File: config.mk
export PLATFORM = sky130hd
export DESIGN_NAME = muldiv_sequencer
export DESIGN_NICKNAME = d
export VERILOG_FILES = /design/src/rtl/muldiv_sequencer.sv
export SDC_FILE = /design/constraint.sdc
export NUM_CORES = 1
export LEC_CHECK = 0
export BUFFER_PORTS_ARGS = -buffer_cell sky130_fd_sc_hd__buf_2
export CAP_MARGIN = 10
export CORE_ASPECT_RATIO = 0.6
export CORE_MARGIN = 5
export CORE_UTILIZATION = 35
export DETAILED_ROUTE_END_ITERATION = 8
export GPL_TIMING_DRIVEN = 1
export PLACE_DENSITY = 0.64
export SYNTH_ARGS = -nofsm -noshare
export SYNTH_HDL_FRONTEND = slang
export SYNTH_SLANG_ARGS = --single-unit
File: constraint.sdc
create_clock -name clk -period 3.9 [get_ports clk]
set_input_delay 0.195 -clock clk [delete_from_list [all_inputs] [get_ports clk]]
set_output_delay 0.195 -clock clk [all_outputs]
set_load 0.05 [all_outputs]
File: src/rtl/muldiv_sequencer.sv
// Iterative DATA_WIDTH multiply/divide sequencer: shift-add MUL, restoring DIV, one step per clock.
// Optional two's-complement ops are enabled by defining MULDIV_SIGNED_EN.
module muldiv_sequencer #(
    parameter int DATA_WIDTH  = 16,
    parameter int COUNT_WIDTH = 5
) (
    input  logic                  clk,
    input  logic                  rst_n,
    input  logic                  start,
    input  logic [1:0]            op,
    input  logic [DATA_WIDTH-1:0] operand_a,
    input  logic [DATA_WIDTH-1:0] operand_b,
    input  logic                  flush,
    output logic                  stall_pipe,
    output logic                  busy,
    output logic                  done,
    output logic [DATA_WIDTH-1:0] result_hi,
    output logic [DATA_WIDTH-1:0] result_lo,
    output logic                  div_by_zero
);

    typedef enum logic [1:0] {
        ST_IDLE = 2'd0,
        ST_RUN  = 2'd1,
        ST_DONE = 2'd2
    } state_t;

    localparam logic [COUNT_WIDTH-1:0] LAST_CNT = COUNT_WIDTH'(DATA_WIDTH - 1);
    localparam logic [DATA_WIDTH-1:0]  ZERO_W   = {DATA_WIDTH{1'b0}};
    localparam logic [DATA_WIDTH-1:0]  ONES_W   = {DATA_WIDTH{1'b1}};

    state_t                  state_r;
    logic [COUNT_WIDTH-1:0]  cnt_r;
    logic [DATA_WIDTH-1:0]   acc_r;
    logic [DATA_WIDTH-1:0]   lo_r;
    logic [DATA_WIDTH-1:0]   opnd_r;
    logic                    is_div_r;
    logic                    busy_r;
    logic                    done_r;
    logic [DATA_WIDTH-1:0]   result_hi_r;
    logic [DATA_WIDTH-1:0]   result_lo_r;
    logic                    div_by_zero_r;

    logic                    idle_or_done_s;
    logic                    accept_s;
    logic                    dz_s;
    logic [DATA_WIDTH-1:0]   mag_a_s;
    logic [DATA_WIDTH-1:0]   mag_b_s;
    logic [DATA_WIDTH:0]     mul_sum_s;
    logic [DATA_WIDTH:0]     div_shift_s;
    logic [DATA_WIDTH:0]     div_diff_s;
    logic [DATA_WIDTH-1:0]   acc_nx_s;
    logic [DATA_WIDTH-1:0]   lo_nx_s;
    logic [DATA_WIDTH-1:0]   res_hi_s;
    logic [DATA_WIDTH-1:0]   res_lo_s;

    function automatic logic [DATA_WIDTH-1:0] negate_w(input logic [DATA_WIDTH-1:0] x);
        return ~x + DATA_WIDTH'(1);
    endfunction

    // Accept decode; stall is combinational so decode holds the instruction on the accepting cycle.
    always_comb begin
        idle_or_done_s = (state_r == ST_IDLE) || (state_r == ST_DONE);
        accept_s       = start & ~flush & idle_or_done_s;
        dz_s           = op[0] & (operand_b == ZERO_W);
        stall_pipe     = accept_s | (state_r == ST_RUN);
    end

`ifdef MULDIV_SIGNED_EN
    logic sign_a_s;
    logic sign_b_s;
    logic neg_q_r;
    logic neg_r_r;

    // Signed ops run the unsigned core on magnitudes.
    always_comb begin
        sign_a_s = op[1] & operand_a[DATA_WIDTH-1];
        sign_b_s = op[1] & operand_b[DATA_WIDTH-1];
        if (sign_a_s) begin
            mag_a_s = negate_w(operand_a);
        end else begin
            mag_a_s = operand_a;
        end
        if (sign_b_s) begin
            mag_b_s = negate_w(operand_b);
        end else begin
            mag_b_s = operand_b;
        end
    end

    // Sign fix-up: product/quotient take sign_a^sign_b, remainder follows the dividend.
    always_comb begin
        res_hi_s = acc_nx_s;
        res_lo_s = lo_nx_s;
        if (is_div_r) begin
            if (neg_r_r) begin
                res_hi_s = negate_w(acc_nx_s);
            end else begin
                res_hi_s = acc_nx_s;
            end
            if (neg_q_r) begin
                res_lo_s = negate_w(lo_nx_s);
            end else begin
                res_lo_s = lo_nx_s;
            end
        end else if (neg_q_r) begin
            {res_hi_s, res_lo_s} = ~{acc_nx_s, lo_nx_s} + (2 * DATA_WIDTH)'(1);
        end else begin
            {res_hi_s, res_lo_s} = {acc_nx_s, lo_nx_s};
        end
    end

    // Result sign bookkeeping, captured on the accepting edge.
    always_ff @(posedge clk or negedge rst_n) begin
        if (!rst_n) begin
            neg_q_r <= 1'b0;
            neg_r_r <= 1'b0;
        end else if (accept_s) begin
            neg_q_r <= sign_a_s ^ sign_b_s;
            neg_r_r <= sign_a_s;
        end else begin
            neg_q_r <= neg_q_r;
            neg_r_r <= neg_r_r;
        end
    end
`else
    logic unused_op_s;

    // op[1] has no meaning in the unsigned-only build.
    always_comb begin
        unused_op_s = op[1];
        mag_a_s     = operand_a;
        mag_b_s     = operand_b;
        res_hi_s    = acc_nx_s;
        res_lo_s    = lo_nx_s;
    end
`endif

    // One datapath step: shift-add for MUL ({acc,lo} shifts right), restoring subtract for DIV.
    always_comb begin
        mul_sum_s   = {1'b0, acc_r} + (lo_r[0] ? {1'b0, opnd_r} : {(DATA_WIDTH + 1){1'b0}});
        div_shift_s = {acc_r, lo_r[DATA_WIDTH-1]};
        div_diff_s  = div_shift_s - {1'b0, opnd_r};
        if (is_div_r) begin
            if (div_shift_s >= {1'b0, opnd_r}) begin
                acc_nx_s = div_diff_s[DATA_WIDTH-1:0];
                lo_nx_s  = {lo_r[DATA_WIDTH-2:0], 1'b1};
            end else begin
                acc_nx_s = div_shift_s[DATA_WIDTH-1:0];
                lo_nx_s  = {lo_r[DATA_WIDTH-2:0], 1'b0};
            end
        end else begin
            acc_nx_s = mul_sum_s[DATA_WIDTH:1];
            lo_nx_s  = {mul_sum_s[0], lo_r[DATA_WIDTH-1:1]};
        end
    end

    // Control FSM with iteration counter, operand latches and registered outputs.
    always_ff @(posedge clk or negedge rst_n) begin
        if (!rst_n) begin
            state_r       <= ST_IDLE;
            cnt_r         <= {COUNT_WIDTH{1'b0}};
            acc_r         <= ZERO_W;
            lo_r          <= ZERO_W;
            opnd_r        <= ZERO_W;
            is_div_r      <= 1'b0;
            busy_r        <= 1'b0;
            done_r        <= 1'b0;
            result_hi_r   <= ZERO_W;
            result_lo_r   <= ZERO_W;
            div_by_zero_r <= 1'b0;
        end else begin
            case (state_r)
                ST_IDLE, ST_DONE: begin
                    done_r <= 1'b0;
                    if (accept_s) begin
                        cnt_r         <= {COUNT_WIDTH{1'b0}};
                        acc_r         <= ZERO_W;
                        is_div_r      <= op[0];
                        div_by_zero_r <= dz_s;
                        if (dz_s) begin
                            state_r     <= ST_DONE;
                            busy_r      <= 1'b0;
                            done_r      <= 1'b1;
                            result_hi_r <= operand_a;
                            result_lo_r <= ONES_W;
                        end else begin
                            state_r <= ST_RUN;
                            busy_r  <= 1'b1;
                            // MUL keeps the multiplier in lo_r; DIV keeps the dividend there.
                            lo_r    <= op[0] ? mag_a_s : mag_b_s;
                            opnd_r  <= op[0] ? mag_b_s : mag_a_s;
                        end
                    end else begin
                        state_r <= ST_IDLE;
                        busy_r  <= 1'b0;
                    end
                end
                ST_RUN: begin
                    if (flush) begin
                        state_r <= ST_IDLE;
                        busy_r  <= 1'b0;
                        done_r  <= 1'b0;
                    end else if (cnt_r == LAST_CNT) begin
                        state_r     <= ST_DONE;
                        busy_r      <= 1'b0;
                        done_r      <= 1'b1;
                        acc_r       <= acc_nx_s;
                        lo_r        <= lo_nx_s;
                        result_hi_r <= res_hi_s;
                        result_lo_r <= res_lo_s;
                    end else begin
                        state_r <= ST_RUN;
                        busy_r  <= 1'b1;
                        done_r  <= 1'b0;
                        cnt_r   <= cnt_r + COUNT_WIDTH'(1);
                        acc_r   <= acc_nx_s;
                        lo_r    <= lo_nx_s;
                    end
                end
                default: begin
                    state_r <= ST_IDLE;
                    busy_r  <= 1'b0;
                    done_r  <= 1'b0;
                end
            endcase
        end
    end

    assign busy        = busy_r;
    assign done        = done_r;
    assign result_hi   = result_hi_r;
    assign result_lo   = result_lo_r;
    assign div_by_zero = div_by_zero_r;

endmodule

After elaboration in Yosys (flattened, before gate mapping)
Cells that the tools add are included.
{ "classes": {"n_addsub": 3, "n_lt_le_gt_ge": 1, "n_eq_ne": 9, "mux": 43, "bitwise": 6, "n_reduce_logical": 11} }
{ "op_table": {"columns": ["cell", "n"], "rows": [
  ["$mux 16", 19],
  ["$pmux 16 s2", 4],
  ["$add 16x16->17", 1],
  ["$ge 17x16->1", 1],
  ["$logic_not 16->1", 1],
  ["$sub 16x16->16", 1],
  ["$mux 5", 3],
  ["$ne 2x2->1 const B", 5],
  ["$pmux 5 s2", 1],
  ["$mux 1", 9],
  ["$mux 2", 4],
  ["$reduce_and 4->1", 2],
  ["$reduce_and 3->1", 2],
  ["$add 5x1->5 const B", 1],
  ["$eq 5x4->1 const B", 1],
  ["$reduce_and 5->1", 1],
  ["$pmux 1 s2", 2],
  ["$pmux 2 s2", 1],
  ["$and 1x1->1", 3],
  ["$eq 2x1->1 const B", 1],
  ["$eq 2x2->1 const B", 1],
  ["$logic_not 2->1", 1],
  ["$ne 2x1->1 const B", 1],
  ["$not 1->1", 2],
  ["other kinds (5)", 5]
]} }
{ "word_totals": {"ff_bits": 91, "input_bits": 38, "output_inout_bits": 36, "elab_cells": 84} }

Logic depth before layout (Yosys ltp)
Gate-level depths: netlist (run 1).
{ "logic_depth": {"ltp_word": 6, "depth_mapped": 12} }

Worst setup path before layout (run 1)
OpenSTA, ideal clock, no wires.
{ "synth_timing": {"kind": "register to register", "startpoint": "reg lo_r[0]", "endpoint": "reg result_hi_r[15], in the netlist result_hi[15]", "setup_ns": 0.126, "arrival_ns": 2.724, "required_ns": 3.774, "slack_ns": 1.050, "stages_incl_launch_ff": 13, "n_path_buf": 1, "period_less_slack_ns": 2.850, "cell_sequence": "dfrtp_1 clkbuf_1 and2_1 ha_1 fa_1 a21oi_1 o22ai_1 o2111ai_1 a31oi_1 a21o_1 a211oi_1 a311oi_1 a221o_1"} }
{ "synth_via": {"elab_chain_cells": 6} }
{ "synth_lines": {"columns": ["item", "line_no", "text"], "rows": [
  ["from (decl)", "35", "logic [DATA_WIDTH-1:0] lo_r;"],
  ["from (signal assigned)", "191", "lo_r <= op[0] ? mag_a_s : mag_b_s;"],
  ["from (signal assigned)", "209", "lo_r <= lo_nx_s;"],
  ["from (signal assigned)", "218", "lo_r <= lo_nx_s;"],
  ["$mux 16", "141", "mul_sum_s = {1'b0, acc_r} + (lo_r[0] ? {1'b0, opnd_r} : {(DATA_WIDTH + 1){1'b0}});"],
  ["$add 16x16->17", "141", null],
  ["$mux 16", "144", "if (is_div_r) begin"],
  ["$mux 16", "204", "end else if (cnt_r == LAST_CNT) begin"],
  ["$mux 16", "200", "if (flush) begin"],
  ["$pmux 16 s2", "173", "case (state_r)"],
  ["to (signal assigned)", "185", "result_hi_r <= operand_a;"],
  ["to (signal assigned)", "210", "result_hi_r <= res_hi_s;"],
  ["to (decl)", "40", "logic [DATA_WIDTH-1:0] result_hi_r;"]
]} }
Every way passes these cells. The select of a mux whose other input is x is not followed.
A chain may end at the register's enable or synchronous reset.

Worst setup path after layout (run 1)
Same ends and word-level chain as after synthesis.

==> results of run 1 <==
-- synthesized netlist by cell type (4+ instances only) --
library cell,number,area [µm²]
sky130_fd_sc_hd__nor3_1,8,40.0
sky130_fd_sc_hd__and3_1,8,50.1
sky130_fd_sc_hd__a221o_1,5,50.1
sky130_fd_sc_hd__or3_1,9,56.3
sky130_fd_sc_hd__nand2_1,76,285
sky130_fd_sc_hd__mux2_2,5,56.3
sky130_fd_sc_hd__nand3_1,11,55.1
sky130_fd_sc_hd__nand4_1,5,31.3
sky130_fd_sc_hd__nor2b_1,17,106
sky130_fd_sc_hd__o21a_1,5,37.5
sky130_fd_sc_hd__o211ai_1,4,30.0
sky130_fd_sc_hd__mux2i_1,34,340
sky130_fd_sc_hd__nor2_1,40,150
sky130_fd_sc_hd__a31oi_1,15,93.8
sky130_fd_sc_hd__a21oi_1,44,220
sky130_fd_sc_hd__o21ai_0,66,330
sky130_fd_sc_hd__clkbuf_1,32,120
sky130_fd_sc_hd__xnor2_1,15,131
sky130_fd_sc_hd__ha_1,34,425
sky130_fd_sc_hd__dfrtp_1,89,2230
sky130_fd_sc_hd__a21o_1,30,225
sky130_fd_sc_hd__nand2b_1,6,37.5
sky130_fd_sc_hd__inv_1,27,101
sky130_fd_sc_hd__xor2_1,8,70.1
sky130_fd_sc_hd__a22o_1,5,43.8
sky130_fd_sc_hd__a211oi_1,35,263
sky130_fd_sc_hd__o31ai_1,6,45.0
sky130_fd_sc_hd__and2_1,20,125
-- per-layer routing --
| layer | global-route usage [%] | wire (µm) | vias to the layer above | part of all wire, % |
|---|---|---|---|---|
| met1 | 28.6 | 9710 | 2694 | 53 |
| met3 | 4.40 | 1340 | 8 | 7.3 |
| met4 | 2.06 | 64 | 0 | 0.35 |
| met2 | 23.4 | 7190 | 196 | 39 |
| met5 | 0 | 0 | - | 0 |
| li1 | - | - | 2659 | - |
-- path summary, 6_finish.rpt --
| kind | cells past startpoint | to |
|---|---|---|
| max reg2reg | 11 | result_hi[15]$_DFFE_PN0P_ |
| min | 3 | opnd_r[11]$_DFFE_PN0P_ |
| max | 11 | result_hi[15]$_DFFE_PN0P_ |
| min reg2reg | 1 | lo_r[15]$_DFFE_PN0P_ |
| max in group asynchronous | 3 | result_lo[10]$_DFFE_PN0P_ |
| min in group asynchronous | 2 | result_hi[1]$_DFFE_PN0P_ |
-- what timing repair did --
action | in CTS | in global routing
buffers inserted | 0 | 0
endpoints found under the hold margin | 58 | 0
resized for setup | 0 | 0
hold buffers | 1 | 0
-- stage by stage --
stage	worst slack (ns)	hold WS (ns)	cell area, µm²	std cells
2_1_floorplan	1.05	-0.101	6130	702
3_3_place_gp	0.633	0.318	6680	977
6_report	0.519	0.172	7000	994
5_1_grt	0.383	0.174	7000	994
4_1_cts	0.619	0.162	7000	994
3_5_place_dp	0.640	0.332	6680	977
-- flip-flops by register name (all words and copies together) (netlist names) --
name	flops
cnt_r	5
result_lo	16
state_r	1
result_hi	16
done	1
opnd_r	16
acc_r	16
div_by_zero	1
lo_r	16
is_div_r	1
-- report_power, final --
part           switching (µW)  internal, µW  total (µW)
Combinational            1980          1300        3280
Sequential                275          1170        1450
Clock                     411           524         936
Total                    2670          3000        5670
-- placed cells by master, fill, tap and decap left out, types with 2 or more instances in the layout --
cell type / synthesis / layout
sky130_fd_sc_hd__a21oi_1: 44 / 44
sky130_fd_sc_hd__o2111ai_1: 2 / 2
sky130_fd_sc_hd__o31ai_1: 6 / 6
sky130_fd_sc_hd__ha_1: 34 / 34
sky130_fd_sc_hd__dfrtp_1: 89 / 89
sky130_fd_sc_hd__o21bai_1: 2 / 2
sky130_fd_sc_hd__inv_6: 0 / 2
sky130_fd_sc_hd__xnor2_1: 15 / 15
sky130_fd_sc_hd__a31oi_1: 15 / 15
sky130_fd_sc_hd__nor3_1: 8 / 8
sky130_fd_sc_hd__buf_2: 2 / 71
sky130_fd_sc_hd__or3_1: 9 / 9
sky130_fd_sc_hd__inv_1: 27 / 27
sky130_fd_sc_hd__and2_1: 20 / 20
sky130_fd_sc_hd__o211ai_1: 4 / 4
sky130_fd_sc_hd__nand3_1: 11 / 11
sky130_fd_sc_hd__o21ai_0: 66 / 66
sky130_fd_sc_hd__nor2b_1: 17 / 17
sky130_fd_sc_hd__nand4_1: 5 / 5
sky130_fd_sc_hd__xor2_1: 8 / 8
sky130_fd_sc_hd__a22o_1: 5 / 5
sky130_fd_sc_hd__and3_1: 8 / 8
sky130_fd_sc_hd__fa_1: 2 / 2
sky130_fd_sc_hd__a21o_1: 30 / 30
sky130_fd_sc_hd__buf_4: 1 / 11
sky130_fd_sc_hd__o21a_1: 5 / 5
sky130_fd_sc_hd__nand2b_1: 6 / 5
sky130_fd_sc_hd__a311oi_1: 3 / 3
sky130_fd_sc_hd__nand2_1: 76 / 76
sky130_fd_sc_hd__nor2_1: 40 / 40
sky130_fd_sc_hd__a211oi_1: 35 / 35
sky130_fd_sc_hd__mux2i_1: 34 / 34
sky130_fd_sc_hd__or4_1: 3 / 3
sky130_fd_sc_hd__o22ai_1: 3 / 3
sky130_fd_sc_hd__nor4_1: 2 / 2
sky130_fd_sc_hd__mux2_2: 5 / 5
sky130_fd_sc_hd__clkbuf_16: 0 / 9
sky130_fd_sc_hd__a221o_1: 5 / 5
-- cell type report --
cell class / count / area share (%)
sequential: 89 / 31.8
inverter: 27 / 1.45
clock inverter: 6 / 1.04
timing repair buffer: 83 / 6.40
clock buffer: 10 / 3.41
tap: 234 / 4.18
multi-input combinational: 545 / 51.7
-- kinds of logic (layout without fill, tap and decap cells) --
| logic type | count (synthesis) | count (layout) | share of synthesized area [%] |
|---|---|---|---|
| simple gates | 211 | 211 | 16.8 |
| fa+ha+maj | 36 | 36 | 7.60 |
| flops | 89 | 89 | 36.4 |
| buf+inv | 68 | 126 | 4.53 |
| xor+xnor | 23 | 23 | 3.29 |
| mux | 39 | 39 | 6.47 |
| compound gates | 236 | 236 | 25.0 |
-- critical path, stage by stage (launching register included) --
cell and delay [ns]:
sky130_fd_sc_hd__dfrtp_1 0.59, sky130_fd_sc_hd__and2_1 0.25, sky130_fd_sc_hd__ha_1 0.20, sky130_fd_sc_hd__fa_1 0.41
sky130_fd_sc_hd__a21oi_1 0.22, sky130_fd_sc_hd__o22ai_1 0.20, sky130_fd_sc_hd__o2111ai_1 0.34, sky130_fd_sc_hd__a31oi_1 0.19
sky130_fd_sc_hd__a21o_1 0.21, sky130_fd_sc_hd__a211oi_1 0.22, sky130_fd_sc_hd__a311oi_1 0.10, sky130_fd_sc_hd__a221o_1 0.33
==> metrics list, run 1 <==
- Outcome: completed
* Worst slew pin tran: between 1 and 1.5 ns
- DRC violation count after routing: 0
* Total CTS buffers: 9
- Across the routed clock network, the largest skew measured is about 0.0095 ns.
- The number of max-slew violations in the final report came to 0.
* Critical Path Sink Type: flop
- The die is 181 µm wide.
- After layout, the design draws a total of between 5000 and 6000 µW.
* Synthesis-stage register bit count: a little under 90
- Number of violations of the max-capacitance limit: 0
- After synthesis, flip-flops and latches occupy between 30 and 40% of the total area.
- Leakage power of the design: 0.00347 µW
- Distinct cell type count of the synthesized netlist: 57
* First-iteration detailed-routing DRC count: 530
- Clk Latency, worst-skew pair: ~0.35 ns
* Launch instance of the worst min-delay path: operand_a[11]
- Cells with a size suffix above 1 make up approximately 15% of the layout.
- After detailed routing, the total wire length is 18.3 mm.
- Based on the critical path, the design can be clocked at up to just under 300 MHz.
* Number of endpoints failing setup at the final stage: 0
* Core Rows: 37
* Final HPWL DP: about 14 mm
- Final cell utilization of the core: 40.8%
* Cell at the root of the clock tree: sky130_fd_sc_hd__clkbuf_16
* Max-slew headroom at the worst pin: 24.4%
- For this run, the number of Yosys warnings is 0.
- The number of antenna diodes in the final layout is 0.
* DR WL/cell: approximately 18 µm
- Setup TNS: 0 ns
- CTS tree: yes
- Element type at the critical path start: flop
* Async S/R FF share, synth: 100%
- The die covers ~20000 µm².
- CTS max path bufs: 2
* Worst Path Class, Setup: reg -> reg
- DR vias: roughly 5600
* Number of global-route vias before repair: around 5000
- P per Cell Area: about 810 nW/µm²
- In this run the register-to-register setup slack is 0.52 ns.
- GRT Residual Overflow: 0
- The count of endpoints failing hold in the final timing report came to 0.
- Synthesis produced between 700 and 800 cells.
* Final critical-path required period: around 3.4 ns
- Once the floorplan was initialized, standard cells occupied a little over a third of the core.
- Mean number of vias per cell: 5.59
- Number of H-tree branching levels: 3
- Area growth from synthesis to layout: 14.3%
- The worst path uses ~87% of the clock period.
- The synthesized netlist occupies a cell area of ~6000 µm².
- For this run, the total global-route usage over all layers was measured as between 10% and 20%.
- The first global-routing pass estimated between 20 and 30 mm of wire.
- In this run the worst setup path begins at lo_r[0]$_DFFE_PN0P_.
- Number of enable-type register cells in the synthesized netlist: 0
* Post-synth net total: a little under 800
* Worst Hold Class: in -> reg
* Antenna-violating nets left: 0
* First drt pass iteration count: 5
- Data on the critical path is required at its endpoint by 4.13 ns.
- Number of nets at the end of the flow: between 800 and 900
- # fillers: around 1700
- Average instance area after synthesis: 8.73 µm²
- Routability-driven placement finished with a final weighted congestion of between 0.9 and 1.
- Setup repair after global routing left no endpoint under its margin.
* Area of the multi-input gates: approximately 3600 µm²
- The number of antenna violations at the first check in global routing came to 0.
- Beginning of the worst register-to-register path: lo_r[0]$_DFFE_PN0P_
- Entering global routing, the biggest net connects 60 pins.
- Num ports: 74
- Across the whole layout, storage elements account for between 2000 and 2500 µm².
- The most used flip-flop cell after synthesis is sky130_fd_sc_hd__dfrtp_1.
* Core area: roughly 17000 µm²
- Vertical die dimension: between 100 and 150 µm
- Maximum net fanout on the critical path: 18
* Critical path arrival: between 3 and 4 ns
- Largest voltage drop on the vdd net: about 570 µV
- Port buffering added slightly above 70 buffers.
- Clock-pin slew reported for the worst setup and hold paths after clock tree synthesis: ~0.08 ns
* Sinks on the clock net: 89
(Power assumes the default switching activity.)
==> inputs of run 2 (changes only) <==
--- a/config.mk
+++ b/config.mk
@@ -9,10 +9,11 @@
 export CAP_MARGIN = 10
 export CORE_ASPECT_RATIO = 0.6
 export CORE_MARGIN = 5
-export CORE_UTILIZATION = 35
+export CORE_UTILIZATION = 50
 export DETAILED_ROUTE_END_ITERATION = 8
 export GPL_TIMING_DRIVEN = 1
-export PLACE_DENSITY = 0.64
+export PLACE_DENSITY = 0.81
+export SKIP_CTS_REPAIR_TIMING = 1
 export SYNTH_ARGS = -nofsm -noshare
 export SYNTH_HDL_FRONTEND = slang
 export SYNTH_SLANG_ARGS = --single-unit
==> run 2 against run 1 <==
Net effect:
- the flow now finishes with violations (hold timing)
- highest routed layer unchanged
- largest cell class unchanged
- clock power grew 2.5%
- flip-flop and latch count is the same
- critical endpoint unchanged
- sequential share of layout area increased by 0.34 points
- sequential power is essentially flat
- critical path depth is the same
- first-iteration DRC count grew 13%
==> metrics list, run 2 (same netlist as run 1, synthesis figures left out) <==
- Outcome: finished, violations left (was completed).
- The final reports fail on hold timing.
- Fmax achieved: 294 MHz (was 296 MHz)
* Fraction of final layout cells with drive strength greater than 1: 14.7% (was 14.6%)
* Sinks on the clock net: 89 (unchanged)
- The critical path class was reg -> reg (unchanged).
- Total CTS buffers: 9 (unchanged)
- Setup repair after global routing missed its margin: false (unchanged).
- The final-report setup violation count came to 0 (unchanged).
* Number of global-route vias before repair: 5077 (was 5033)
* Largest voltage drop on the vdd net: 515 µV (was 566 µV)
- Element type at the critical path start: flop (unchanged)
- The data required time of the worst path is 4.13 ns (about the same).
- Gr busiest metal: met1 (unchanged)
* Met1 usage: 35.7% (was 28.6%)
* Capturing point of the worst reg2reg path: result_hi[15]$_DFFE_PN0P_ (unchanged)
* Clock-pin slew reported for the worst setup and hold paths after clock tree synthesis: 0.07 ns (was 0.08 ns)
* Critical Path Sink Type: flop (unchanged)
* Beginning of the worst register-to-register path: lo_r[0]$_DFFE_PN0P_ (unchanged)
- Die X-Extent: 153 µm (was 181 µm)
- Critical path arrival: 3.62 ns (was 3.61 ns)
- Num ports: 74 (unchanged)
- Initial antenna violation count: 0 (unchanged)
- # fillers: 1053 (was 1749)
* DR WL/cell: 18.4 µm (about the same)
* Crit path largest cell delay: 0.60 ns (was 0.59 ns)
- Effective utilization at floorplan: 50.9% (was 35.7%)
- CTS tree: yes (unchanged)
- The cell area after layout came to 6930 µm² (was 7000 µm²).
- Number of nets at the end of the flow: 829 (unchanged)
- Maximum net fanout on the critical path: 18 (unchanged)
- CP max-delay cell: sky130_fd_sc_hd__dfrtp_1 (unchanged)
- The number of max-slew violations in the final report came to 0 (unchanged).
- Core area: 12000 µm² (was 17200 µm²)
* Worst slew pin tran: 1.10 ns (was 1.13 ns)
- The instance area at placement came to 6600 µm² (was 6680 µm²).
- The maximum number of pins on one net before global-route repair came to 68 (was 60).
- The wire length of the first global-routing pass was 27.4 mm (was 28.6 mm).
* Hold Violations, Final: 42 (was 0)
- The buffer type at the clock tree root was sky130_fd_sc_hd__clkbuf_16 (unchanged).
* Tot GR Track Use: 23.4% (was 17.5%)
- Area growth from synthesis to layout: 13.1% (was 14.3%)
- Reg2reg path depth: 11 (unchanged)
- The detailed-routing iteration count for the pre-antenna-repair pass came to 5 (unchanged).
* Port buffer count: 72 (unchanged)
- The routing usage on met3 was 6.24% (was 4.40%).
- Met2 usage: 33.7% (was 23.4%)
- Commonest cells after routing, fill and taps aside: sky130_fd_sc_hd__dfrtp_1, sky130_fd_sc_hd__nand2_1, sky130_fd_sc_hd__buf_2, sky130_fd_sc_hd__o21ai_0, sky130_fd_sc_hd__a21oi_1 (unchanged).
- The die span in y came to 95.7 µm (was 112 µm).
- GRT Residual Overflow: 0 (unchanged)
- The clock insertion delay at the later pin of the skew report is 0.34 ns (was 0.35 ns).
* Final critical-path required period: 3.40 ns (was 3.38 ns)
* Worst Hold Class: in -> async (was in -> reg)
- Max-slew headroom at the worst pin: 26.4% (was 24.4%)
* Antenna-violating nets left: 0 (unchanged)
- Critical-path cell list: and2_1 -> ha_1 -> fa_1 -> a21oi_1 -> o22ai_1 -> o2111ai_1 -> a31oi_1 -> a21o_1 -> a211oi_1 -> a311oi_1 -> a221o_1 (unchanged).
- First-iteration detailed-routing DRC count: 598 (was 530)
* Number of violations of the max-capacitance limit: 0 (unchanged)
* Area of the die: 14600 µm² (was 20300 µm²)
- The critical path buffer and inverter count came to 0 (unchanged).
- Sum of routed wire length over all layers: 17.1 mm (was 18.3 mm)
* DR vias: 5623 (was 5557)
- Core Rows: 31 (was 37)
- The final HPWL from detailed placement was 12.6 mm (was 13.7 mm).
* Family of cells with the greatest summed delay on the critical path: compound AO/OA/AOI/OAI gates (unchanged)
* Final cycle utilization of the critical path: 87.1% (was 86.7%)
- DRC violation count after routing: 0 (unchanged)
* Last weighted congestion value of the routability-driven placer: 0.970 (was 0.910)
* Worst hold slack: -0.0508 ns (was 0.172 ns)
- CTS max path bufs: 2 (unchanged)
- Most common cell after layout, fill and taps aside: sky130_fd_sc_hd__dfrtp_1 (unchanged)
- The worst setup path startpoint is lo_r[0]$_DFFE_PN0P_ (unchanged).
- The total leakage power is 0.00347 µW (about the same).
- The final total negative setup slack is 0 ns (unchanged).
* Worst reg-to-reg setup slack: 0.50 ns (was 0.52 ns)
- The maximum level of the CTS H-tree is 3 (unchanged).
* Worst clock skew on the final layout: 0.00620 ns (was 0.00948 ns)
- P per Cell Area: 816 nW/µm² (was 809 nW/µm²)
- Antenna Cells: 0 (unchanged)
- The routed via count divided by cell count is 6.08 (was 5.59).
- Number of gates on the worst path with buffers counted: 11 (unchanged)
[run 2: worst max path at each step]
stage	endpoint
finish	result_hi[15]$_DFFE_PN0P_
global route	result_hi[15]$_DFFE_PN0P_
CTS	result_hi[15]$_DFFE_PN0P_
detailed placement	result_hi[15]$_DFFE_PN0P_
global placement	result_hi[15]$_DFFE_PN0P_
floorplan	result_hi[15]$_DFFE_PN0P_
[run 2: per-layer routing]
metal / vias to the layer above / share of wire (%)
met4: 0 / 1.1
met1: 2660 / 47
met2: 279 / 42
met5: - / 0
li1: 2660 / -
met3: 24 / 10
[run 2: cell type report]
class | instances | area [µm²] | share of cell area [%]
Clock buffer | 9 | 225 | 3.25
Clock inverter | 7 | 101 | 1.46
Inverter | 27 | 101 | 1.46
Multi-Input combinational cell | 545 | 3620 | 52.3
Sequential cell | 89 | 2230 | 32.1
Tap cell | 165 | 206 | 2.98
Timing Repair Buffer | 83 | 445 | 6.43
[run 2: where the power goes]
| group | internal [µW] | switching (µW) |
|---|---|---|
| Combinational | 1300 | 1940 |
| Sequential | 1170 | 278 |
| Clock | 570 | 389 |
| Total | 3040 | 2610 |
[run 2: stage by stage]
stage	util (%)	instances	total power, µW	worst slack, ns	hold slack (ns)
floorplan	-	702	3830	1.05	-0.101
global placement	54.9	909	4560	0.668	0.355
detailed placement	54.9	909	4620	0.595	0.347
CTS	57.6	925	5590	0.577	-0.0161
global route	57.6	925	6070	0.351	0.0259
finish	57.6	925	5650	0.503	-0.0508
==> inputs of run 3 (changes only) <==
--- a/config.mk
+++ b/config.mk
@@ -10,6 +10,7 @@
 export CORE_ASPECT_RATIO = 0.6
 export CORE_MARGIN = 5
 export CORE_UTILIZATION = 50
+export CTS_BUF_LIST = sky130_fd_sc_hd__clkbuf_4 sky130_fd_sc_hd__clkbuf_8
 export DETAILED_ROUTE_END_ITERATION = 8
 export GPL_TIMING_DRIVEN = 1
 export PLACE_DENSITY = 0.81
==> run 3 against run 2 <==
Net effect:
- the run now ends clean
- total power shrank 4.1%
- die area is the same
- via count shrank 1.1%
- hold slack gained 0.20 ns
- wire length shrank 1.3%
- final cell count grew 0.11%
- critical path type unchanged
- critical endpoint unchanged
- worst setup slack lost 0.014 ns
- flip-flop and latch count is the same
- final area shrank 1.3%
- global-route usage shrank 0.23 points
- clock skew grew 0.0069 ns
- first-iteration DRC count grew 1.5%
==> metrics list, run 3 (same netlist as run 1, synthesis figures left out) <==
- The commonest non-fill, non-tap cell in the layout is sky130_fd_sc_hd__dfrtp_1 (unchanged).
* Worst Hold Class: in -> reg (was in -> async)
- Worst clock skew on the final layout: 0.0131 ns (was 0.00620 ns)
- The initial detailed-routing violation count is 607 (was 598).
- Initial antenna violation count: 0 (unchanged)
- The final HPWL from detailed placement came to 12.6 mm (unchanged).
- Critical-path cell list: and2_1 -> ha_1 -> fa_1 -> a21oi_1 -> o22ai_1 -> o2111ai_1 -> a31oi_1 -> a21o_1 -> a211oi_1 -> a311oi_1 -> a221o_1 (unchanged).
* Number of violations of the max-capacitance limit: 0 (unchanged)
- Number of global-route vias before repair: 5029 (was 5077)
- # fillers: 1073 (was 1053)
- The number of inserted diodes was 0 (unchanged).
* CTS tree: yes (unchanged)
- Antenna-violating nets left: 0 (unchanged)
- The biggest fanout along the worst timing path came to 18 (unchanged).
- Worst Path Class, Setup: reg -> reg (unchanged)
- Data required time at the worst endpoint: 4.16 ns (was 4.13 ns)
- Last weighted congestion value of the routability-driven placer: 0.970 (unchanged)
- The maximum number of pins on one net before global-route repair is 68 (unchanged).
- The share of the clock period used by the worst path was 87.4% (was 87.1%).
* Mean number of vias per cell: 6.01 (was 6.08)
- Sinks on the clock net: 89 (unchanged)
- Max-slew headroom at the worst pin: 27.3% (was 26.4%)
* DR vias: 5563 (was 5623)
* Tot GR Track Use: 23.2% (was 23.4%)
* Final critical-path required period: 3.41 ns (was 3.40 ns)
- Effective utilization at floorplan: 50.9% (unchanged)
- Cell at the root of the clock tree: sky130_fd_sc_hd__clkbuf_8 (was sky130_fd_sc_hd__clkbuf_16)
* Number of H-tree branching levels: 3 (unchanged)
* Number of endpoints failing setup at the final stage: 0 (unchanged)
- CP max-delay cell: sky130_fd_sc_hd__dfrtp_1 (unchanged)
- The startpoint kind of the worst setup timing path was a flop (unchanged).
- The CTS buffer count came to 9 (unchanged).
- The fraction of layout cells with a size suffix above 1 came to 14.7% (about the same).
- Critical path arrival: 3.68 ns (was 3.62 ns)
* Num ports: 74 (unchanged)
- The residual overflow from global routing is 0 (unchanged).
* Clock-pin slew reported for the worst setup and hold paths after clock tree synthesis: 0.10 ns (was 0.07 ns)
* DRC violation count after routing: 0 (unchanged)
* Critical Path Sink Type: flop (unchanged)
- The power density normalized to cell area came to 792 nW/µm² (was 816 nW/µm²).
* Wire length of the first global-routing pass: 27.1 mm (was 27.4 mm)
* DR WL/cell: 18.2 µm (was 18.4 µm)
* Setup repair after global routing missed its margin: false (unchanged)
- The die outline width came to 153 µm (unchanged).
- The die span in y is 95.7 µm (unchanged).
- The maximum achievable frequency is 293 MHz (was 294 MHz).
- Number of nets at the end of the flow: 830 (was 829)
- The total leakage power was 0.00343 µW (was 0.00347 µW).
- The maximum root-to-sink buffer count was 2 (unchanged).
- Core Rows: 31 (unchanged)
* Core area: 12000 µm² (unchanged)
* Outcome: completed (was finished, violations left)
* Worst slew pin tran: 1.09 ns (was 1.10 ns)
- Number of standard cells in the final layout excluding fillers: 926 (was 925)
* Largest voltage drop on the vdd net: 500 µV (was 515 µV)
- Instance count after placement with tap cells included: 909 (unchanged)
* Sum of routed wire length over all layers: 16.8 mm (was 17.1 mm)
- Port buffer count: 72 (unchanged)
* Final Slew Violations: 0 (unchanged)
- The final total negative setup slack came to 0 ns (unchanged).
- First drt pass iteration count: 5 (unchanged)
- The count of endpoints failing hold in the final timing report was 0 (was 42).
* Commonest cells after routing, fill and taps aside: sky130_fd_sc_hd__dfrtp_1, sky130_fd_sc_hd__nand2_1, sky130_fd_sc_hd__buf_2, sky130_fd_sc_hd__o21ai_0, sky130_fd_sc_hd__a21oi_1 (unchanged)
- Final cell utilization of the core: 56.9% (was 57.6%)
- The full die area was 14600 µm² (unchanged).
- Crit path largest cell delay: 0.60 ns (about the same)
* Area growth from synthesis to layout: 11.6% (was 13.1%)
- The clock insertion delay at the later pin of the skew report is 0.38 ns (was 0.34 ns).
-- run 3: cell count changes in the layout (fill, tap and decap cells not counted), sizes merged --
| cell | previous run | this run |
|---|---|---|
| dlygate4sd3 | 0 | 1 |
-- run 3: stage by stage --
stage          hold WS, ns  setup WS, ns  area [µm²]  power [µW]
6_report             0.148         0.489        6840        5420
3_5_place_dp         0.347         0.595        6600        4620
2_1_floorplan       -0.101          1.05        6130        3830
3_3_place_gp         0.355         0.668        6600        4560
4_1_cts            -0.0633         0.576        6830        5360
5_1_grt              0.161         0.349        6840        5830
-- run 3: metal layers --
layer / GRT usage, % / wire length (µm)
met3: 6.92 / 1810
met5: 0 / 0
met1: 35.1 / 7920
met4: 3.63 / 133
met2: 33.3 / 6970
-- run 3: area by class of cell --
cell class,count,area (µm²),share of cell area [%]
clock buffers,9,124,1.81
clock inverters,7,101,1.48
inverters,27,101,1.48
multi-input cells,545,3620,53.0
flip-flops and latches,89,2230,32.6
well taps,165,206,3.02
repair buffers,84,455,6.66
-- run 3: report_power, final --
group	switching, µW	internal [µW]	total, µW
Combinational	1940	1300	3240
Sequential	274	1170	1440
Clock	365	369	734
Total	2580	2840	5420
-- run 3: worst paths after layout --
kind | to | slack (ns) | depth (start not counted) | startpoint
max | result_hi[15]$_DFFE_PN0P_ | 0.49 | 11 | lo_r[0]$_DFFE_PN0P_
min | opnd_r[6]$_DFFE_PN0P_ | 0.15 | 3 | operand_b[6]
max reg2reg | result_hi[15]$_DFFE_PN0P_ | 0.49 | 11 | lo_r[0]$_DFFE_PN0P_
min reg2reg | result_lo[0]$_DFFE_PN0P_ | 0.48 | 2 | result_lo[0]$_DFFE_PN0P_
max in group asynchronous | lo_r[8]$_DFFE_PN0P_ | 2.61 | 3 | rst_n
min in group asynchronous | acc_r[0]$_DFFE_PN0P_ | 0.45 | 2 | rst_n
-- run 3: worst max-delay path: cells and delay by family (launching register included) --
| family | cells | cell delay (ns) |
|---|---|---|
| fa+ha+maj | 2 | 0.61 |
| flops | 1 | 0.60 |
| simple gates | 1 | 0.25 |
| compound gates | 8 | 1.85 |
